### config.mk
export PLATFORM = sky130hd
export DESIGN_NAME = pll_lock_supervisor
export DESIGN_NICKNAME = d
export VERILOG_FILES = /design/src/rtl/pll_sup_pkg.sv /design/src/rtl/pll_lock_chan.sv /design/src/rtl/pll_lock_supervisor.sv
export SDC_FILE = /design/constraint.sdc
export NUM_CORES = 1
export LEC_CHECK = 0
export CAP_MARGIN = 15
export CORE_MARGIN = 2
export CORE_UTILIZATION = 55
export CTS_CLUSTER_SIZE = 28
export DETAILED_ROUTE_END_ITERATION = 8
export PLACE_DENSITY = 0.75
export SLEW_MARGIN = 20
export SYNTH_ARGS = -nofsm -noshare
export SYNTH_HDL_FRONTEND = slang
export SYNTH_SLANG_ARGS = --single-unit
### constraint.sdc
create_clock -name wb_clk_i -period 2.45 [get_ports wb_clk_i]
set_input_delay 0.49 -clock wb_clk_i [delete_from_list [all_inputs] [get_ports wb_clk_i]]
set_output_delay 0.49 -clock wb_clk_i [all_outputs]
set_load 0.1 [all_outputs]
### src/rtl/pll_sup_pkg.sv
// Shared state encoding and sizing helpers for the PLL lock supervisor.
package pll_sup_pkg;

  typedef enum logic [2:0] {
    ST_PD     = 3'd0,
    ST_WAIT   = 3'd1,
    ST_STABLE = 3'd2,
    ST_RUN    = 3'd3,
    ST_FAULT  = 3'd4
  } pll_state_e;

  localparam int unsigned LOSS_W = 8;

  // Retry counter width; a zero-retry build still needs a 1-bit register.
  function automatic int unsigned retry_w(input int unsigned max_retry);
    return (max_retry == 0) ? 1 : $clog2(max_retry + 1);
  endfunction

endpackage

### src/rtl/pll_lock_chan.sv
// One supervised PLL channel: LOCK synchroniser, power-cycle FSM, counters.
// Optional lock-loss counter enabled by PLL_SUPERVISOR_LOSS_CNT_EN.
module pll_lock_chan
  import pll_sup_pkg::*;
#(
  parameter int unsigned PD_CYCLES     = 64,
  parameter int unsigned LOCK_TIMEOUT  = 4096,
  parameter int unsigned STABLE_CYCLES = 256,
  parameter int unsigned MAX_RETRY     = 3,
  parameter int unsigned CNT_W         = 13
) (
  input  logic clk_i,
  input  logic rst_i,
  input  logic enable_i,
  input  logic restart_i,
  input  logic lock_i,
  output logic powerdown_o,
  output logic rst_o,
  output logic locked_o,
  output logic fault_o
`ifdef PLL_SUPERVISOR_LOSS_CNT_EN
  ,
  output logic [LOSS_W-1:0] loss_cnt_o
`endif
);

  localparam int unsigned RW = retry_w(MAX_RETRY);
  localparam logic [CNT_W-1:0] CNT_MAX   = '1;
  localparam logic [CNT_W-1:0] PD_TERM   = CNT_W'(PD_CYCLES - 1);
  localparam logic [CNT_W-1:0] TO_TERM   = CNT_W'(LOCK_TIMEOUT - 1);
  localparam logic [CNT_W-1:0] STAB_TERM = CNT_W'(STABLE_CYCLES - 1);

  pll_state_e       state_q, state_d;
  logic [CNT_W-1:0] cnt_q, cnt_d;
  logic [RW-1:0]    retry_q, retry_d;
  logic [1:0]       sync_q, sync_d;
  logic             powerdown_q, powerdown_d;
  logic             rst_q, rst_d;
  logic             locked_q, locked_d;
  logic             fault_q, fault_d;
  logic             lock_s;
  logic             retry_path;

  assign lock_s = sync_q[1];

  // Next state, counter and retry bookkeeping; outputs decoded from next state.
  always_comb begin
    sync_d     = {sync_q[0], lock_i};
    state_d    = state_q;
    cnt_d      = (cnt_q == CNT_MAX) ? cnt_q : cnt_q + CNT_W'(1);
    retry_d    = retry_q;
    retry_path = 1'b0;

    case (state_q)
      ST_PD: begin
        if (cnt_q == PD_TERM) begin
          state_d = ST_WAIT;
          cnt_d   = '0;
        end
      end
      ST_WAIT: begin
        if (lock_s) begin
          state_d = ST_STABLE;
          cnt_d   = '0;
        end else if (cnt_q == TO_TERM) begin
          retry_path = 1'b1;
        end
      end
      ST_STABLE: begin
        if (!lock_s) begin
          state_d = ST_WAIT;
          cnt_d   = '0;
        end else if (cnt_q == STAB_TERM) begin
          state_d = ST_RUN;
          cnt_d   = '0;
          retry_d = '0;
        end
      end
      ST_RUN: begin
        cnt_d = '0;
        if (!lock_s) retry_path = 1'b1;
      end
      ST_FAULT: begin
        cnt_d = '0;
        if (restart_i) begin
          state_d = ST_PD;
          retry_d = '0;
        end
      end
      default: begin
        state_d = ST_PD;
        cnt_d   = '0;
      end
    endcase

    if (retry_path) begin
      cnt_d = '0;
      if (retry_q < RW'(MAX_RETRY)) begin
        state_d = ST_PD;
        retry_d = retry_q + RW'(1);
      end else begin
        state_d = ST_FAULT;
      end
    end

    // Disable parks the channel in PD; a faulted channel waits for restart.
    if (!enable_i && (state_q != ST_FAULT)) begin
      state_d = ST_PD;
      cnt_d   = '0;
      retry_d = '0;
    end

    powerdown_d = (state_d == ST_PD) || (state_d == ST_FAULT);
    rst_d       = (state_d != ST_RUN);
    locked_d    = (state_d == ST_RUN);
    fault_d     = (state_d == ST_FAULT);
  end

  always_ff @(posedge clk_i) begin
    if (rst_i) begin
      state_q     <= ST_PD;
      cnt_q       <= '0;
      retry_q     <= '0;
      sync_q      <= '0;
      powerdown_q <= 1'b1;
      rst_q       <= 1'b1;
      locked_q    <= 1'b0;
      fault_q     <= 1'b0;
    end else begin
      state_q     <= state_d;
      cnt_q       <= cnt_d;
      retry_q     <= retry_d;
      sync_q      <= sync_d;
      powerdown_q <= powerdown_d;
      rst_q       <= rst_d;
      locked_q    <= locked_d;
      fault_q     <= fault_d;
    end
  end

  assign powerdown_o = powerdown_q;
  assign rst_o       = rst_q;
  assign locked_o    = locked_q;
  assign fault_o     = fault_q;

`ifdef PLL_SUPERVISOR_LOSS_CNT_EN
  logic [LOSS_W-1:0] loss_q, loss_d;
  logic              loss_evt;

  // Counts lock loss out of RUN that takes the retry path; restart does not clear it.
  always_comb begin
    loss_evt = (state_q == ST_RUN) && !lock_s && enable_i;
    loss_d   = loss_q;
    if (loss_evt && (loss_q != '1)) loss_d = loss_q + LOSS_W'(1);
  end

  always_ff @(posedge clk_i) begin
    if (rst_i) loss_q <= '0;
    else       loss_q <= loss_d;
  end

  assign loss_cnt_o = loss_q;
`endif

endmodule

### src/rtl/pll_lock_supervisor.sv
// Lock supervisor for NUM_PLL PLLs: per-channel supervision plus all-locked summary.
// Optional per-channel lock-loss counters enabled by PLL_SUPERVISOR_LOSS_CNT_EN.
module pll_lock_supervisor
  import pll_sup_pkg::*;
#(
  parameter int unsigned NUM_PLL       = 3,
  parameter int unsigned PD_CYCLES     = 64,
  parameter int unsigned LOCK_TIMEOUT  = 4096,
  parameter int unsigned STABLE_CYCLES = 256,
  parameter int unsigned MAX_RETRY     = 3,
  parameter int unsigned CNT_W         = 13
) (
  input  logic               wb_clk_i,
  input  logic               wb_rst_i,
  input  logic [NUM_PLL-1:0] enable_i,
  input  logic [NUM_PLL-1:0] restart_i,
  input  logic [NUM_PLL-1:0] lock_i,
  output logic [NUM_PLL-1:0] powerdown_o,
  output logic [NUM_PLL-1:0] rst_o,
  output logic [NUM_PLL-1:0] locked_o,
  output logic [NUM_PLL-1:0] fault_o,
  output logic               all_locked_o
`ifdef PLL_SUPERVISOR_LOSS_CNT_EN
  ,
  output logic [NUM_PLL*LOSS_W-1:0] loss_cnt_o
`endif
);

  logic all_locked_q, all_locked_d;

  for (genvar g = 0; g < NUM_PLL; g++) begin : g_chan
    pll_lock_chan #(
      .PD_CYCLES    (PD_CYCLES),
      .LOCK_TIMEOUT (LOCK_TIMEOUT),
      .STABLE_CYCLES(STABLE_CYCLES),
      .MAX_RETRY    (MAX_RETRY),
      .CNT_W        (CNT_W)
    ) u_chan (
      .clk_i      (wb_clk_i),
      .rst_i      (wb_rst_i),
      .enable_i   (enable_i[g]),
      .restart_i  (restart_i[g]),
      .lock_i     (lock_i[g]),
      .powerdown_o(powerdown_o[g]),
      .rst_o      (rst_o[g]),
      .locked_o   (locked_o[g]),
      .fault_o    (fault_o[g])
`ifdef PLL_SUPERVISOR_LOSS_CNT_EN
      ,
      .loss_cnt_o (loss_cnt_o[g*LOSS_W +: LOSS_W])
`endif
    );
  end

  // Disabled channels are don't-care; no enabled channel means not locked.
  always_comb begin
    all_locked_d = (|enable_i) && (&(locked_o | ~enable_i));
  end

  always_ff @(posedge wb_clk_i) begin
    if (wb_rst_i) all_locked_q <= 1'b0;
    else          all_locked_q <= all_locked_d;
  end

  assign all_locked_o = all_locked_q;

endmodule

==> flow_metrics.env, run 1 <==
export IMPL_fin_area_sq_mm=0.00400
export IMPL_drt_wl_total_mm=7.41
export IMPL_synth_cell_type_count=62
export IMPL_yosysWarnings=0
export IMPL_required_ns=2.69
export IMPL_final_setup_worst_slack_ns=0.269
export IMPL_core_area_sq_mm=0.00635
export IMPL_grt_setup_unrepaired="no"
export IMPL_start_util_pct=56.9
export IMPL_setup_viol=0
export IMPL_diodes=0
export IMPL_synth_async_reset_ratio_pct=0
export IMPL_swShare_pct=23.9
export IMPL_final_nets=444
export IMPL_min_period_ns=2.18
export IMPL_setup_tns_ns=0
export IMPL_power_leakage_nw=1.44
export IMPL_dieArea_sq_mm=0.00724
export IMPL_yosys_most_used_dff="dfxtp_1"
export IMPL_seq_power_share_pct=55.2
export IMPL_critical_path_top_delay_family="simple AND/OR/NAND/NOR gates"
export IMPL_path_clk_slew_ns=0.08
export IMPL_syn_area_sq_mm=0.00362
export IMPL_p_switching_uw=521
export IMPL_syn_instance_count=415
export IMPL_report_power_total_mw=2.18
export IMPL_nFillCells=537
export IMPL_cts_max_path_buffers=2
export IMPL_critPathMaxFanout=8
export IMPL_hold_violations=0
export IMPL_crit_chain="ha_1, nand3_2, nor4_1, a21oi_1, o311ai_4, buf_4, nor4b_1"
export IMPL_num_vias=2962
export IMPL_track_usage_pct=21.5
export IMPL_fp_dieW_microns=85.1
export IMPL_worst_pin_slew_ns=0.590
export IMPL_fin_skew_ns=0.00485
export IMPL_fmax_mhz=459
export IMPL_startpoint_type="flip-flop"
export IMPL_grt_pass1_wl_mm=12.6
export IMPL_dpl_cell_area_sq_mm=0.00380
export IMPL_dr_pass1_iters=4
export IMPL_clkSinkCount=73
export IMPL_antenna_found_initial=0
export IMPL_antenna_left=0
export IMPL_clkPwrFrac_pct=40.8
export IMPL_cts_tree="yes"
export IMPL_instances_no_fill=509
export IMPL_area_growth_syn_to_layout_pct=10.7
export IMPL_cp_end_kind="flip-flop"
export IMPL_max_slew_margin_pct=60.4
export IMPL_grt_pass1_vias=2742
export IMPL_critPathKind="reg2reg"
export IMPL_dp_hpwl_mm=5.13
export IMPL_chipHeight_microns=85.1
export IMPL_ir_drop_v=0.000336
export IMPL_placedCellCount=493
export IMPL_drc=0
export IMPL_cts_buffers=9
export IMPL_gp_congestion=0.878
export IMPL_clk_latency_ns=0.35
export IMPL_utilization_pct=63.0
export IMPL_cp_slowest_stage_delay_ns=0.44
export IMPL_cpMaxStageDelayCell="nor4_1"
export IMPL_postSynthAreaPerCell_sq_um=8.71
export IMPL_whs_ns=0.447
export IMPL_grt_max_degree=23
export IMPL_row_count=29
export IMPL_wl_per_cell_microns=14.6
export IMPL_vias_per_cell=5.82
export IMPL_root_buffer="clkbuf_8"
export IMPL_synth_edf_count=0
export IMPL_grt_overflow=0
export IMPL_status="complete, no violations"
export IMPL_power_density_mw_per_mm2=546
export IMPL_io_buffers=23
export IMPL_drive_above_1_share_pct=12.5
export IMPL_intPower_mw=1.66
export IMPL_critPathBufInv=1
export IMPL_layout_worst_path_cycle_share_pct=89.0
export IMPL_synth_nets=432
export IMPL_p_comb_share_pct=4.0
export IMPL_ys_seq_elements=73
export IMPL_maxCapViolCount=0
export IMPL_min_path_type="reg2reg"
export IMPL_ios=24
export IMPL_cp_arrival_ns=2.42
export IMPL_ys_seq_area_share_pct=40.4
export IMPL_timing_final_max_slew_violations=0
export IMPL_h_tree_depth=3
export IMPL_post_place_ws_ns=0.142
export IMPL_drt_initial_drc_count=194
==> synthesized netlist by cell type (all sizes together), types with 3 or more instances <==
library cell / n / area [sq um]
a211oi: 4 / 30.0
a21oi: 17 / 85.1
a221oi: 3 / 32.5
a31oi: 3 / 18.8
and3: 8 / 50.1
and4: 6 / 52.6
buf: 17 / 124
clkbuf: 14 / 55.1
dfxtp: 73 / 1460
ha: 6 / 75.1
inv: 13 / 48.8
mux2i: 3 / 30.0
nand2: 23 / 86.3
nand2b: 8 / 50.1
nand3: 17 / 90.1
nand4: 16 / 115
nor2: 49 / 184
nor2b: 10 / 65.1
nor3: 25 / 125
nor3b: 6 / 45.0
nor4: 8 / 80.1
nor4b: 3 / 26.3
o211ai: 4 / 35.0
o21ai: 12 / 63.8
or3b: 6 / 52.6
or4: 3 / 26.3
xnor2: 13 / 114
xor2: 16 / 140
==> sequential cells by signal (all words and copies together) (netlist names) <==
signal,count
g_chan.u_chan.fault_o,3
g_chan.u_chan.state_q,9
g_chan.u_chan.rst_o,3
g_chan.u_chan.sync_q,6
all_locked_o,1
g_chan.u_chan.locked_o,3
g_chan.u_chan.retry_q,6
g_chan.u_chan.powerdown_o,3
g_chan.u_chan.cnt_q,39
==> worst paths after layout <==
path	slack [ns]	end	start	cells after the start
worst max-delay path	0.27	g_chan[1].u_chan.cnt_q[1]$_SDFF_PP0_	g_chan[1].u_chan.cnt_q[0]$_SDFF_PP0_	7
worst min-delay path	0.45	g_chan[1].u_chan.sync_q[1]$_SDFF_PP0_	g_chan[1].u_chan.sync_q[0]$_SDFF_PP0_	1
worst min register to register	0.45	g_chan[1].u_chan.sync_q[1]$_SDFF_PP0_	g_chan[1].u_chan.sync_q[0]$_SDFF_PP0_	1
worst max register to register	0.27	g_chan[1].u_chan.cnt_q[1]$_SDFF_PP0_	g_chan[1].u_chan.cnt_q[0]$_SDFF_PP0_	7
==> layout make-up <==
class                           instances  area (sq um)  share of cell area (%)
Inverter                               13          48.8                    1.22
Multi-Input combinational cell        298          1940                    48.4
Clock inverter                          5          40.0                    1.00
Sequential cell                        73          1460                    36.5
Tap cell                               77          96.3                    2.41
Clock buffer                           11           151                    3.78
Timing Repair Buffer                   32           265                    6.63
==> layer usage <==
metal  up-vias  routed length [microns]  GRT usage (%)
met3        10                      217           3.40
met1      1390                     3440           28.9
met2        57                     3620           34.1
met4         0                      130           9.38
met5         -                        0              0
li1       1505                        -              -
==> worst reg2reg max path: cells and delay by family (launching register included) <==
kind / cells / cell delay [ns]
simple gates: 3 / 0.71
fa+ha+maj: 1 / 0.24
flops: 1 / 0.42
buf+inv: 1 / 0.21
compound gates: 2 / 0.49
==> layout by cell type (no fill, tap or decap), types with 8 or more instances in the layout <==
cell type	instances
nor3_1	25
clkdlybuf4s50_1	10
nor2_1	49
o21ai_0	10
xor2_1	16
buf_4	22
clkbuf_8	11
inv_1	13
xnor2_1	13
dfxtp_1	73
nand3_1	16
nand2_1	23
nor2b_1	9
a21oi_1	17
nand2b_1	8
and3_1	8
nand4_1	15
==> kinds of logic after synthesis <==
group                    share of synthesized area [%]
AO/OA/AOI/OAI                                     12.2
flip-flops                                        40.4
multiplexers                                     0.830
adder cells (fa/ha/maj)                           2.08
AND/OR/NAND/NOR                                   31.1
XOR/XNOR                                          7.02
buffers and inverters                             6.30
==> power groups by stage <==
stage	clock, mW	combinational [mW]	sequential, mW
6_report	0.891	0.0872	1.20
5_1_grt	0.965	0.0977	1.21
4_1_cts	0.907	0.0873	1.20
3_5_place_dp	0	0.0867	1.23
3_3_place_gp	0	0.0854	1.23
2_1_floorplan	0	0.0487	1.23
==> timing repair <==
action                                  4_1_cts  5_1_grt
hold buffers                                  0        0
setup buffers                                 0        0
endpoints found under the setup margin        0       13
gates resized for setup                       0        1
(Power assumes the default switching activity.)
==> inputs of run 2 (changes only) <==
- CORE_MARGIN: 2 -> unset
- SKIP_CTS_REPAIR_TIMING: unset -> 1
==> run 2 against run 1 <==
Effect of this change:
- wire length decreased by 5.0%
- die area decreased by 4.6%
- hold slack improved by 0.0017 ns
- critical path depth unchanged
- clock power decreased by 7.0%
- via count increased by 0.44%
- setup slack improved by 0.038 ns
- utilization decreased by 0.20 points
- fmax increased by 1.8%
- largest power group unchanged
- highest routed layer unchanged
==> flow_metrics.env, run 2 (synthesized netlist as in run 1, its figures left out) <==
export IMPL_gp_congestion=0.831
export IMPL_io_buffers=23
export IMPL_num_vias=2975
export IMPL_drt_wl_total_mm=7.04
export IMPL_r2r_end="g_chan[1].u_chan.cnt_q[1]$_SDFF_PP0_"
export IMPL_core_area_sq_mm=0.00635
export IMPL_grt_setup_unrepaired="no"
export IMPL_cts_max_path_buffers=2
export IMPL_ios=24
export IMPL_r2r_start="g_chan[1].u_chan.cnt_q[0]$_SDFF_PP0_"
export IMPL_rr_worst_depth=7
export IMPL_diodes=0
export IMPL_fin_skew_ns=0.00829
export IMPL_power_leakage_nw=1.44
export IMPL_largest_register="g_chan.u_chan.cnt_q"
export IMPL_cp_end_kind="flip-flop"
export IMPL_min_path_cells=1
export IMPL_drc=0
export IMPL_startpoint="g_chan[1].u_chan.cnt_q[0]$_SDFF_PP0_"
export IMPL_drive_above_1_share_pct=12.7
export IMPL_fp_dieW_microns=83.1
export IMPL_dieArea_sq_mm=0.00690
export IMPL_critPathMaxFanout=8
export IMPL_grt_pass1_vias=2781
export IMPL_timing_final_max_slew_violations=0
export IMPL_min_delay_start="g_chan[1].u_chan.sync_q[0]$_SDFF_PP0_"
export IMPL_max_slew_margin_pct=61.4
export IMPL_setup_viol=0
export IMPL_final_cell_mix="dfxtp_1, nor2_1, nor3_1"
export IMPL_setup_tns_ns=0
export IMPL_layout_worst_path_cycle_share_pct=87.4
export IMPL_whs_endpoint="g_chan[1].u_chan.sync_q[1]$_SDFF_PP0_"
export IMPL_clkSinkCount=73
export IMPL_grt_pass1_wl_mm=12.2
export IMPL_min_period_ns=2.14
export IMPL_worst_pin_slew_ns=0.575
export IMPL_power_density_mw_per_mm2=532
export IMPL_antenna_left=0
export IMPL_fmax_mhz=467
export IMPL_reg_largest_list="g_chan.u_chan.cnt_q x39, g_chan.u_chan.state_q x9"
export IMPL_root_buffer="clkbuf_8"
export IMPL_ir_drop_v=0.000341
export IMPL_final_nets=445
export IMPL_path_clk_slew_ns=0.08
export IMPL_cts_tree="yes"
export IMPL_chipHeight_microns=83.1
export IMPL_dp_hpwl_mm=4.94
export IMPL_grt_max_degree=23
export IMPL_vias_per_cell=5.83
export IMPL_row_count=29
export IMPL_report_power_total_mw=2.12
export IMPL_maxCapViolCount=0
export IMPL_cp_arrival_ns=2.38
export IMPL_layout_commonest_cell="dfxtp_1"
export IMPL_grt_overflow=0
export IMPL_h_tree_depth=3
export IMPL_fin_area_sq_mm=0.00399
export IMPL_hold_violations=0
export IMPL_critPathKind="reg2reg"
export IMPL_status="complete, no violations"
export IMPL_r2r_slack_ns=0.31
export IMPL_start_util_pct=56.9
export IMPL_startpoint_type="flip-flop"
export IMPL_required_ns=2.69
export IMPL_dpl_cell_area_sq_mm=0.00381
export IMPL_min_path_type="reg2reg"
export IMPL_largest_reg_flops=39
export IMPL_antenna_found_initial=0
export IMPL_drt_initial_drc_count=149
export IMPL_wl_per_cell_microns=13.8
export IMPL_dr_pass1_iters=5
export IMPL_track_usage_pct=21.6
export IMPL_cts_buffers=9
export IMPL_clk_latency_ns=0.35
export IMPL_area_growth_syn_to_layout_pct=10.3
## run 2: cell types whose count changed in the layout (fill, tap and decap cells not counted)
| cell | previous run | this run |
|---|---|---|
| clkinv_2 | 0 | 3 |
| clkinvlp_4 | 3 | 2 |
| clkbuf_8 | 11 | 9 |
| buf_4 | 22 | 23 |
## run 2: cell type report
class | count | area [sq um]
flip-flops and latches | 73 | 1460
clock buffers | 9 | 124
multi-input cells | 298 | 1940
well taps | 77 | 96.3
clock inverters | 7 | 47.5
repair buffers | 33 | 273
inverters | 13 | 48.8
fillers | 535 | 2360
## run 2: worst max path at each step
stage / endpoint / slack, ns / cells after the start
floorplan: g_chan[1].u_chan.cnt_q[2]$_SDFF_PP0_ / 0.55 / 7
global placement: g_chan[2].u_chan.cnt_q[6]$_SDFF_PP0_ / 0.22 / 6
detailed placement: g_chan[2].u_chan.cnt_q[7]$_SDFF_PP0_ / 0.13 / 6
CTS: g_chan[2].u_chan.cnt_q[7]$_SDFF_PP0_ / 0.12 / 6
global route: g_chan[1].u_chan.cnt_q[1]$_SDFF_PP0_ / 0.12 / 7
finish: g_chan[1].u_chan.cnt_q[1]$_SDFF_PP0_ / 0.31 / 7
## run 2: worst max-delay path: stages, from the launching register on
cell and delay [ns]:
dfxtp_1 0.42, ha_1 0.23, nand3_2 0.21, nor4_1 0.41, a21oi_1 0.18, o311ai_4 0.31
buf_4 0.21, nor4b_1 0.06
## run 2: report_power, final
| group | leakage, nW | total [mW] | switching (mW) | internal (mW) |
|---|---|---|---|---|
| sequential | 0.590 | 1.20 | 0.00975 | 1.20 |
| combinational | 0.766 | 0.0872 | 0.0456 | 0.0416 |
| clock | 0.0850 | 0.829 | 0.464 | 0.365 |
## run 2: layer usage
metal	up-vias	global-route usage (%)	share of wire [%]
li1	1509	-	-
met1	1400	27.9	47
met2	54	34.3	47
met3	12	4.97	3.4
met4	0	9.87	2.0
met5	-	0	0
## run 2: per-stage QoR
step / util [%] / hold slack (ns) / std cells / setup slack (ns)
after detailed placement: 59.9 / 0.432 / 494 / 0.130
final: 62.8 / 0.449 / 510 / 0.308
after global placement: 59.9 / 0.418 / 494 / 0.217
after global routing: 62.8 / 0.463 / 510 / 0.120
after CTS: 62.6 / 0.452 / 510 / 0.124
after floorplan: - / 0.414 / 415 / 0.555
==> inputs of run 3 (changes only) <==
- CTS_CLUSTER_SIZE: 28 -> 16
==> results of run 3 <==
No change in the layout: final DEF, timing and power equal those of run 2.
